<file path="config.mk">
export PLATFORM = sky130hd
export DESIGN_NAME = seg7_scan_driver_flat
export DESIGN_NICKNAME = d
export VERILOG_FILES = /design/src/rtl/seg7_pkg.sv /design/src/rtl/seg7_scan_driver_if.sv /design/src/rtl/seg7_prescaler.sv /design/src/rtl/seg7_scan_driver.sv /design/src/flat_wrapper.sv
export SDC_FILE = /design/constraint.sdc
export NUM_CORES = 1
export LEC_CHECK = 0
export CAP_MARGIN = 20
export CELL_PAD_IN_SITES_DETAIL_PLACEMENT = 1
export CELL_PAD_IN_SITES_GLOBAL_PLACEMENT = 2
export CORE_ASPECT_RATIO = 1.4
export CORE_MARGIN = 4
export CORE_UTILIZATION = 34
export DETAILED_ROUTE_END_ITERATION = 8
export HOLD_SLACK_MARGIN = 0.06
export PLACE_DENSITY = 0.89
export SLEW_MARGIN = 30
export SYNTH_ARGS = -nofsm -noshare
export SYNTH_HDL_FRONTEND = slang
export SYNTH_SLANG_ARGS = --single-unit
</file>
<file path="constraint.sdc">
create_clock -name clk -period 3.8 [get_ports clk]
set_clock_uncertainty 0.05 [all_clocks]
set_input_delay 0.76 -clock clk [delete_from_list [all_inputs] [get_ports clk]]
set_output_delay 0.76 -clock clk [all_outputs]
set_load 0.01 [all_outputs]
</file>
<file path="src/rtl/seg7_pkg.sv">
// Shared constants and types for the multiplexed 7-segment driver:
// the active-low glyph table, the blank pattern and the prescaler state type.
package seg7_pkg;

  localparam logic [6:0] SEG_BLANK = 7'h7F;

  // Digit index width; eight digits is the widest supported display.
  localparam int IDX_W = 3;

  // {a,b,c,d,e,f,g}, a = MSB, 0 = segment lit.
  localparam logic [6:0] SEG_GLYPH [16] = '{
    7'h01, 7'h4F, 7'h12, 7'h06,
    7'h4C, 7'h24, 7'h20, 7'h0F,
    7'h00, 7'h04, 7'h08, 7'h60,
    7'h31, 7'h42, 7'h30, 7'h38
  };

  typedef enum logic {
    PS_START,
    PS_RUN
  } pre_state_e;

  function automatic logic [6:0] hex_to_seg(input logic [3:0] nibble);
    return SEG_GLYPH[nibble];
  endfunction

endpackage

</file>
<file path="src/rtl/seg7_scan_driver_if.sv">
// Data/display bundle between the value source and the 7-segment scan driver.
interface seg7_scan_driver_if #(
  parameter int NUM_DIGITS = 4
);
  logic [4*NUM_DIGITS-1:0] value;
  logic                    load;
  logic [NUM_DIGITS-1:0]   dp_mask;
  logic [6:0]              seg;
  logic                    dp;
  logic [NUM_DIGITS-1:0]   an;
  logic                    frame_start;

  modport master (output value, load, dp_mask, input seg, dp, an, frame_start);
  modport slave  (input value, load, dp_mask, output seg, dp, an, frame_start);
endinterface

</file>
<file path="src/rtl/seg7_prescaler.sv">
// Slot timer and digit index for the scan driver; flags slot boundaries one
// edge ahead so the top can register its outputs on the boundary edge.
//
//   state    | meaning
//   PS_START | held in reset; the next edge opens digit 0's slot
//   PS_RUN   | counting 0..SCAN_DIV-1 within a slot, stepping the digit on wrap
module seg7_prescaler
  import seg7_pkg::*;
#(
  parameter int NUM_DIGITS = 4,
  parameter int SCAN_DIV   = 50000,
  parameter int GUARD      = 2
) (
  input  logic             clk,
  input  logic             rst,
  output logic             wrap,
  output logic             active_next,
  output logic [IDX_W-1:0] idx_next,
  output logic             frame_start
);

  localparam int CNT_W = (SCAN_DIV > 1) ? $clog2(SCAN_DIV) : 1;

  pre_state_e       state_q, state_d;
  logic [CNT_W-1:0] cnt_q, cnt_d;
  logic [IDX_W-1:0] idx_q;

  always_ff @(posedge clk) begin
    if (rst) begin
      state_q     <= PS_START;
      cnt_q       <= '0;
      idx_q       <= '0;
      frame_start <= 1'b0;
    end else begin
      state_q     <= state_d;
      cnt_q       <= cnt_d;
      idx_q       <= idx_next;
      frame_start <= wrap && (idx_next == '0);
    end
  end

  always_comb begin
    state_d  = state_q;
    wrap     = 1'b0;
    cnt_d    = cnt_q;
    idx_next = idx_q;
    case (state_q)
      PS_START: begin
        state_d  = PS_RUN;
        wrap     = 1'b1;
        cnt_d    = '0;
        idx_next = '0;
      end
      PS_RUN: begin
        if (cnt_q == CNT_W'(SCAN_DIV - 1)) begin
          wrap     = 1'b1;
          cnt_d    = '0;
          idx_next = (idx_q == IDX_W'(NUM_DIGITS - 1)) ? '0 : idx_q + 1'b1;
        end else begin
          cnt_d = cnt_q + 1'b1;
        end
      end
      default: state_d = PS_START;
    endcase
    active_next = (cnt_d >= CNT_W'(GUARD));
  end

endmodule

</file>
<file path="src/rtl/seg7_scan_driver.sv">
// Time-multiplexed N-digit common-anode 7-segment driver with registered outputs.
// Optional build macro SEG7_LEADING_ZERO_BLANK_EN blanks leading zero digits.
module seg7_scan_driver
  import seg7_pkg::*;
#(
  parameter int NUM_DIGITS = 4,
  parameter int SCAN_DIV   = 50000,
  parameter int GUARD      = 2
) (
  input  logic                clk,
  input  logic                rst,
  seg7_scan_driver_if.slave   bus
);

  generate
    if (NUM_DIGITS < 1 || NUM_DIGITS > 8) begin : g_bad_digits
      $error("seg7_scan_driver: NUM_DIGITS must be 1..8");
    end
    if (SCAN_DIV <= GUARD || GUARD < 0) begin : g_bad_timing
      $error("seg7_scan_driver: SCAN_DIV must exceed GUARD");
    end
  endgenerate

  logic                    wrap, active_next, frame_start;
  logic [IDX_W-1:0]        idx_next;
  logic [4*NUM_DIGITS-1:0] shadow_val;
  logic [NUM_DIGITS-1:0]   shadow_dp;
  logic [3:0]              nib_sel;
  logic                    dp_sel;
  logic [6:0]              glyph;
  logic [NUM_DIGITS-1:0]   an_next;
  logic [6:0]              seg_q;
  logic                    dp_q;
  logic [NUM_DIGITS-1:0]   an_q;

  seg7_prescaler #(
    .NUM_DIGITS (NUM_DIGITS),
    .SCAN_DIV   (SCAN_DIV),
    .GUARD      (GUARD)
  ) u_prescaler (
    .clk         (clk),
    .rst         (rst),
    .wrap        (wrap),
    .active_next (active_next),
    .idx_next    (idx_next),
    .frame_start (frame_start)
  );

`ifdef SEG7_LEADING_ZERO_BLANK_EN
  logic [NUM_DIGITS-1:0] lead_zero;
  logic                  zero_run;
  logic                  blank_sel;

  // Walk down from the top digit; a digit is blankable while every nibble
  // from it upward is zero. Digit 0 always shows.
  always_comb begin
    lead_zero = '0;
    zero_run  = 1'b1;
    for (int i = NUM_DIGITS - 1; i >= 0; i--) begin
      zero_run     = zero_run && (shadow_val[4*i +: 4] == 4'h0);
      lead_zero[i] = zero_run;
    end
    lead_zero[0] = 1'b0;
  end
`endif

  always_comb begin
    nib_sel = '0;
    dp_sel  = 1'b0;
`ifdef SEG7_LEADING_ZERO_BLANK_EN
    blank_sel = 1'b0;
`endif
    for (int i = 0; i < NUM_DIGITS; i++) begin
      if (idx_next == IDX_W'(i)) begin
        nib_sel = shadow_val[4*i +: 4];
        dp_sel  = shadow_dp[i];
`ifdef SEG7_LEADING_ZERO_BLANK_EN
        blank_sel = lead_zero[i];
`endif
      end
    end
`ifdef SEG7_LEADING_ZERO_BLANK_EN
    glyph = blank_sel ? SEG_BLANK : hex_to_seg(nib_sel);
`else
    glyph = hex_to_seg(nib_sel);
`endif
  end

  always_comb begin
    an_next = '1;
    if (active_next) begin
      for (int i = 0; i < NUM_DIGITS; i++) begin
        if (idx_next == IDX_W'(i)) an_next[i] = 1'b0;
      end
    end
  end

  // Glyph and dp are sampled only on the boundary edge, so a load never
  // tears the slot in progress; a load on that same edge lands a slot later.
  always_ff @(posedge clk) begin
    if (rst) begin
      shadow_val <= '0;
      shadow_dp  <= '0;
      seg_q      <= SEG_BLANK;
      dp_q       <= 1'b1;
      an_q       <= '1;
    end else begin
      if (bus.load) begin
        shadow_val <= bus.value;
        shadow_dp  <= bus.dp_mask;
      end
      if (wrap) begin
        seg_q <= glyph;
        dp_q  <= ~dp_sel;
      end
      an_q <= an_next;
    end
  end

  assign bus.seg         = seg_q;
  assign bus.dp          = dp_q;
  assign bus.an          = an_q;
  assign bus.frame_start = frame_start;

endmodule

</file>
<file path="src/flat_wrapper.sv">
// flat-port wrapper written by rule: the top's interface ports become plain ports
module seg7_scan_driver_flat import seg7_pkg::*;
#(
  parameter int NUM_DIGITS = 4,
  parameter int SCAN_DIV   = 50000,
  parameter int GUARD      = 2
)
  (clk, rst, bus_value, bus_load, bus_dp_mask, bus_seg, bus_dp, bus_an, bus_frame_start);
  seg7_scan_driver_if #(.NUM_DIGITS(NUM_DIGITS)) bus_i ();
  input  logic clk;
  input  logic rst;
  input wire logic [$bits(bus_i.value)-1:0] bus_value;
  input wire logic [$bits(bus_i.load)-1:0] bus_load;
  input wire logic [$bits(bus_i.dp_mask)-1:0] bus_dp_mask;
  output wire logic [$bits(bus_i.seg)-1:0] bus_seg;
  output wire logic [$bits(bus_i.dp)-1:0] bus_dp;
  output wire logic [$bits(bus_i.an)-1:0] bus_an;
  output wire logic [$bits(bus_i.frame_start)-1:0] bus_frame_start;
  assign bus_i.value = bus_value;
  assign bus_i.load = bus_load;
  assign bus_i.dp_mask = bus_dp_mask;
  assign bus_seg = bus_i.seg;
  assign bus_dp = bus_i.dp;
  assign bus_an = bus_i.an;
  assign bus_frame_start = bus_i.frame_start;
  seg7_scan_driver #(.NUM_DIGITS(NUM_DIGITS), .SCAN_DIV(SCAN_DIV), .GUARD(GUARD)) u_core (.clk(clk), .rst(rst), .bus(bus_i));
endmodule
</file>
======== Yosys cells after proc, flatten, opt, wreduce, memory -nomap -nowiden ========
Memories as Yosys holds them, arrays and structs flattened. A register that Yosys moved wholly into a read port is not among the register bits.
Index checks and enable logic that the tools add are counted.
storage, ports and cells
  register bits after elaboration ......... 46
  bits in read-only memories .............. 112
  input port bits ......................... 23
  output and inout bits ................... 13
  word-level logic and storage cells ...... 44
  memories ................................ 1
memories
  name              words  width  read ports  clocked after Yosys merged registers in  write ports  RTL line        text
  (name not given)  16     7      1           1                                        0            seg7_pkg.sv:24  return SEG_GLYPH[nibble];
cells by class
  add/sub/neg operators ................... 2
  magnitude comparators ................... 1
  eq/ne operators ......................... 5
  multiplexer cells ....................... 20
  bitwise logic cells ..................... 4
  reduce and logical (&&, ||, !) cells .... 3
operator list
  kind                                                                     number
  16-bit case mux with 2 select lines                                      1
  16-bit by 1-bit adder with 16-bit output (second input constant)         1
  16-bit equality test (second input constant)                             1
  16-bit by 2-bit >= comparator with 1-bit output (second input constant)  1
  16-bit 2-to-1 mux                                                        1
  4-bit 2-to-1 mux                                                         4
  1-bit 2-to-1 mux                                                         10
  3-bit by 2-bit equality test with 1-bit output (second input constant)   3
  3-bit 2-to-1 mux                                                         2
  3-bit case mux with 2 select lines                                       1
  4-bit NOT with 5-bit output                                              1
  3-bit by 1-bit adder with 3-bit output (second input constant)           1
  3-bit by 1-bit equality test with 1-bit output (second input constant)   1
  3-bit zero test                                                          1
  1-bit NOT                                                                3
  1-bit case mux with 2 select lines                                       1
  2-bit OR reduction                                                       1
  1-bit logical AND                                                        1

======== Depth between registers and ports, before layout ========
  depth in word-level cells ............... 10
  mapped depth ............................ 13

======== Cells and area by module ========
From an unflattened synthesis, not the netlist that was laid out.
unflattened totals
  cell total of the unflattened synthesis .. 283
  area total of the unflattened synthesis .. 2715.1 um^2
by module, submodules not included
  module            times used  cells an instance  area an instance (um^2)
  seg7_scan_driver  1           158                1611.5
  seg7_prescaler    1           125                1103.6

======== Worst setup path before layout ========
No wires, ideal clock.
  path kind ............................... flip-flop to flip-flop
  start point ............................. register u_core.u_prescaler.cnt_q[10]
  end point ............................... register u_core.seg_q[3] (netlist: u_core.bus.seg[3])
  library setup time ...................... 131 ps
  arrival time ............................ 3076 ps
  required time ........................... 3619 ps
  setup slack ............................. 543 ps
  cell stages (with the launch flop) ...... 11
  path buffers ............................ 1
  period minus slack after synthesis ...... 3257 ps
  cell sequence ........................... dfxtp_1 > or4_4 > or4_4 > buf_6 > mux2i_4 > nand2_2 > o32a_4 > ha_1 > and3_1 > a2111oi_2 > a211oi_1
on the way
  word-level cells in the longest chain between the ends .. 9
  elaborated cells on any way between the ends .. 14
ends and longest elaborated chain
  item                                               RTL line                text
  start: declaration                                 seg7_prescaler.sv:25    logic [CNT_W-1:0] cnt_q, cnt_d;
  start signal: assignment                           seg7_prescaler.sv:36    cnt_q <= cnt_d;
  16-bit equality test (*)                           seg7_prescaler.sv:55    if (cnt_q == CNT_W'(SCAN_DIV - 1)) begin
  3-bit 2-to-1 mux                                   seg7_prescaler.sv:55
  3-bit case mux with 2 select lines                 seg7_prescaler.sv:47    case (state_q)
  3-bit zero test                                    seg7_scan_driver.sv:74  if (idx_next == IDX_W'(i)) begin
  4-bit 2-to-1 mux (4 in series)                     seg7_scan_driver.sv:74
  4-bit NOT with 5-bit output (implied by the code)  seg7_pkg.sv:24
  end: declaration                                   seg7_scan_driver.sv:32  logic [6:0] seg_q;
Mark *: on every way between the ends. The rest lies on a longest branch, timed or not.
A chain may end at the register's enable or synchronous reset.

======== Final worst setup path ========
  start point ............................. register u_core.u_prescaler.cnt_q[6]
  end point ............................... register u_core.seg_q[3] (netlist: u_core.bus.seg[3])
Same word-level chain as after synthesis.

==> summary.md <==
| Metric | Value |
|---|---|
| Status | `finished clean` |
| GPL Wtd Cong | `0.838` |
| Row count | `38` |
| Critical path class | `flop to flop` |
| Slew @ Worst Pin | `around 0.74 ns` |
| Count leader, synth | `nor2_1` |
| Worst setup EP type | `flop` |
| Die H | `115 um` |
| Ys flop type | `dfxtp_1` |
| Synth area leaders | `dfxtp_1 (38%), mux2i_1 (9.6%), nor2_1 (7.5%), ha_1 (3.6%), xnor2_1 (3.1%)` |
| Sequential area share after synthesis | `37.8%` |
| Pre-Repair DR Iteration Count | `4` |
| Setup tns final | `0 ns` |
| Initial DRC count | `83` |
| Critical-path maximum fanout | `9` |
| Unique cell type count in the Yosys netlist | `67` |
| Worst endpoint required time | `between 3 and 4 ns` |
| Via count | `around 2,300` |
| Via/cell ratio | `between 5 and 6` |
| Slowest CP cell | `or4b_1` |
| Post-synthesis register bit count | `53` |
| DR WL/cell | `between 15 and 20 um` |
| Total grt overflow | `0` |
| Clock root buffer | `clkbuf_8` |
| Reg-to-reg slack, setup | `0.31 ns` |
| Post-route cell area | `0.00337 mm2` |
| Vias in the first global route | `2,463` |
| Cell area after placement | `0.00325 mm2` |
| Final hold vios | `0` |
| Die width | `approximately 85 um` |
| Asr flop ratio synth | `0%` |
| Post-synth EDFFs | `0` |
| Power per cell area | `335 mW/mm2` |
| CP Launch Type | `flop` |
| DP HPWL | `5.52 mm` |
| VDD IR max | `0.199 mV` |
| Critical path's largest stage delay | `0.60 ns` |
| Sinks on Clock Net | `53` |
| Worst Hold Class | `flop to flop` |
| Worst relative slew slack | `50.2%` |
| Port Buf Inserts | `35` |
| Top post-synthesis cells by count | `nor2_1 (56), dfxtp_1 (53), mux2i_1 (27), nand3_1 (15)` |
| GRT Overall Usage | `15.1%` |
| Clock latency on the worst-skew pair | `0.31 ns` |
| Setup repair after global routing missed its margin | `false` |
| DRC | `0` |
| Final core utilization | `between 40% and 50%` |
| Syn_area_per_cell | `around 9 um2` |
| Clock Path Buffers | `2` |
| Clk pin slew, worst setup/hold paths | `0.10 ns` |
| Post-layout minimum cycle time | `3.49 ns` |
| Warnings, synthesis | `0` |
| Cell Area, Synth | `between 0.002 and 0.003 mm2` |
| CTS H-tree lvls | `2` |
| Largest area contributor in the netlist | `dfxtp_1` |
| Max-slew violation count | `0` |
| Worst path cell trace | `or4b_1 > or4_4 > o211ai_2 > o21ai_0 > o32a_4 > ha_1 > and3_1 > a2111oi_2 > a211oi_1` |
| Syn nets | `341` |
| Starting Density | `35.5%` |
| Final ANT Viol Nets | `0` |
| Final setup violation count | `0` |
| CTS tree | `built` |
| Largest net degree at the start of global routing | `25` |
| Number of buffers created by CTS | `5` |
| Final WL | `just under 7 mm` |
| Max-Cap Viols | `0` |
| Fmax | `286 MHz` |
| Initial antenna violation count | `0` |
| Tcrit/Tclk final | `around nine tenths` |
| P&R area growth vs syn | `20.3%` |
| IO Pins | `36` |
| Crit path DAT | `~3.6 ns` |
| Core box area | `~0.0079 mm2` |
| Gate count of the mapped netlist | `310` |
| Nets | `373` |
| Global-route wire length before repair | `12.0 mm` |
| Layout cells sized above 1 | `about a tenth` |
| Die footprint | `between 0.009 and 0.01 mm2` |
| Leakage Power | `1.27 nW` |
| Synth top area share | `approximately 38%` |
| Antenna cells | `0` |
## worst max-delay path, delay by kind of cell (launching register included)
family	cells	cell delay, ns
adder cells (fa/ha/maj)	1	0.25
flip-flops	1	0.49
AND/OR/NAND/NOR	3	1.30
AO/OA/AOI/OAI	5	1.27
## per-stage QoR
| step | worst slack (ns) | hold slack (ns) | power, mW | instances |
|---|---|---|---|---|
| floorplan | 0.543 | 0.380 | 0.682 | 310 |
| global placement | 0.427 | 0.394 | 0.743 | 435 |
| detailed placement | 0.287 | 0.401 | 0.747 | 435 |
| CTS | 0.236 | 0.424 | 1.15 | 443 |
| global route | 0.0357 | 0.449 | 1.18 | 443 |
| finish | 0.305 | 0.414 | 1.13 | 443 |
## kinds of logic (layout without fill, tap and decap cells)
logic type,count (synthesis),after routing,synth area share (%)
DFF,53,53,37.8
xor gates and xnor gates,15,15,4.68
and+or+nand+nor,129,129,23.2
muxes,29,29,10.8
AOI/OAI and AO/OA,52,52,15.9
adders and majority gates,8,8,3.57
buffers and inverters,24,57,3.93
## layout by cell type (no fill, tap or decap), types with 3 or more instances in the layout
cell / synthesis / final
nand2_1: 11 / 11
ha_1: 8 / 8
nand3_1: 15 / 15
inv_1: 7 / 7
clkbuf_8: 0 / 6
a21oi_1: 5 / 5
nor2_1: 56 / 56
a211o_1: 3 / 3
clkdlybuf4s50_1: 0 / 35
dfxtp_1: 53 / 53
or3_1: 3 / 3
nand2b_1: 4 / 4
mux2i_1: 27 / 27
o21ai_0: 6 / 6
nor2b_1: 4 / 4
nor3_1: 7 / 7
xor2_1: 5 / 5
buf_4: 1 / 6
a31oi_1: 5 / 5
nand4_1: 6 / 6
xnor2_1: 10 / 10
and3_1: 5 / 5
## power breakdown
part / switching [mW] / total [mW] / internal, mW
Combinational: 0.0638 / 0.138 / 0.0739
Clock: 0.184 / 0.399 / 0.215
Sequential: 0.0159 / 0.594 / 0.578
## sequential cells by signal, summed over array words and instances (netlist names)
signal                          flops
u_core.bus.dp                       1
u_core.shadow_dp                    4
u_core.bus.seg                      7
u_core.u_prescaler.frame_start      1
u_core.u_prescaler.cnt_q           16
u_core.bus.an                       4
u_core.shadow_val                  16
u_core.u_prescaler.idx_q            3
u_core.u_prescaler.state_q          1
## worst paths after layout
check | start | to | cells after the start
min | u_core.u_prescaler.cnt_q[0] | u_core.u_prescaler.cnt_q[0] | 1
max reg2reg | u_core.u_prescaler.cnt_q[6] | u_core.bus.seg[3] | 9
max | u_core.u_prescaler.cnt_q[6] | u_core.bus.seg[3] | 9
min reg2reg | u_core.u_prescaler.cnt_q[0] | u_core.u_prescaler.cnt_q[0] | 1
## metal layers
layer	part of all wire, %	up-vias	wire length (um)	track usage, %
li1	-	1181	-	-
met1	42	1120	2930	17.1
met2	53	35	3660	28.2
met3	2.9	10	204	2.70
met4	2.0	0	142	5.17
met5	0	-	0	0
## timing repair
item	CTS	global route
setup endpoints to repair	0	1
endpoints found under the hold margin	0	0
resized for setup	0	1
hold buffers	0	0
setup buffers	0	0
## area by class of cell
type | count | area (um2)
inverter | 8 | 35.0
multi-input combinational | 233 | 1640
timing repair buffer | 41 | 395
clock inverter | 1 | 30.0
tap | 100 | 125
clock buffer | 7 | 86.3
sequential | 53 | 1060
fill | 953 | 4520
Power figures use the tool's default switching activity.
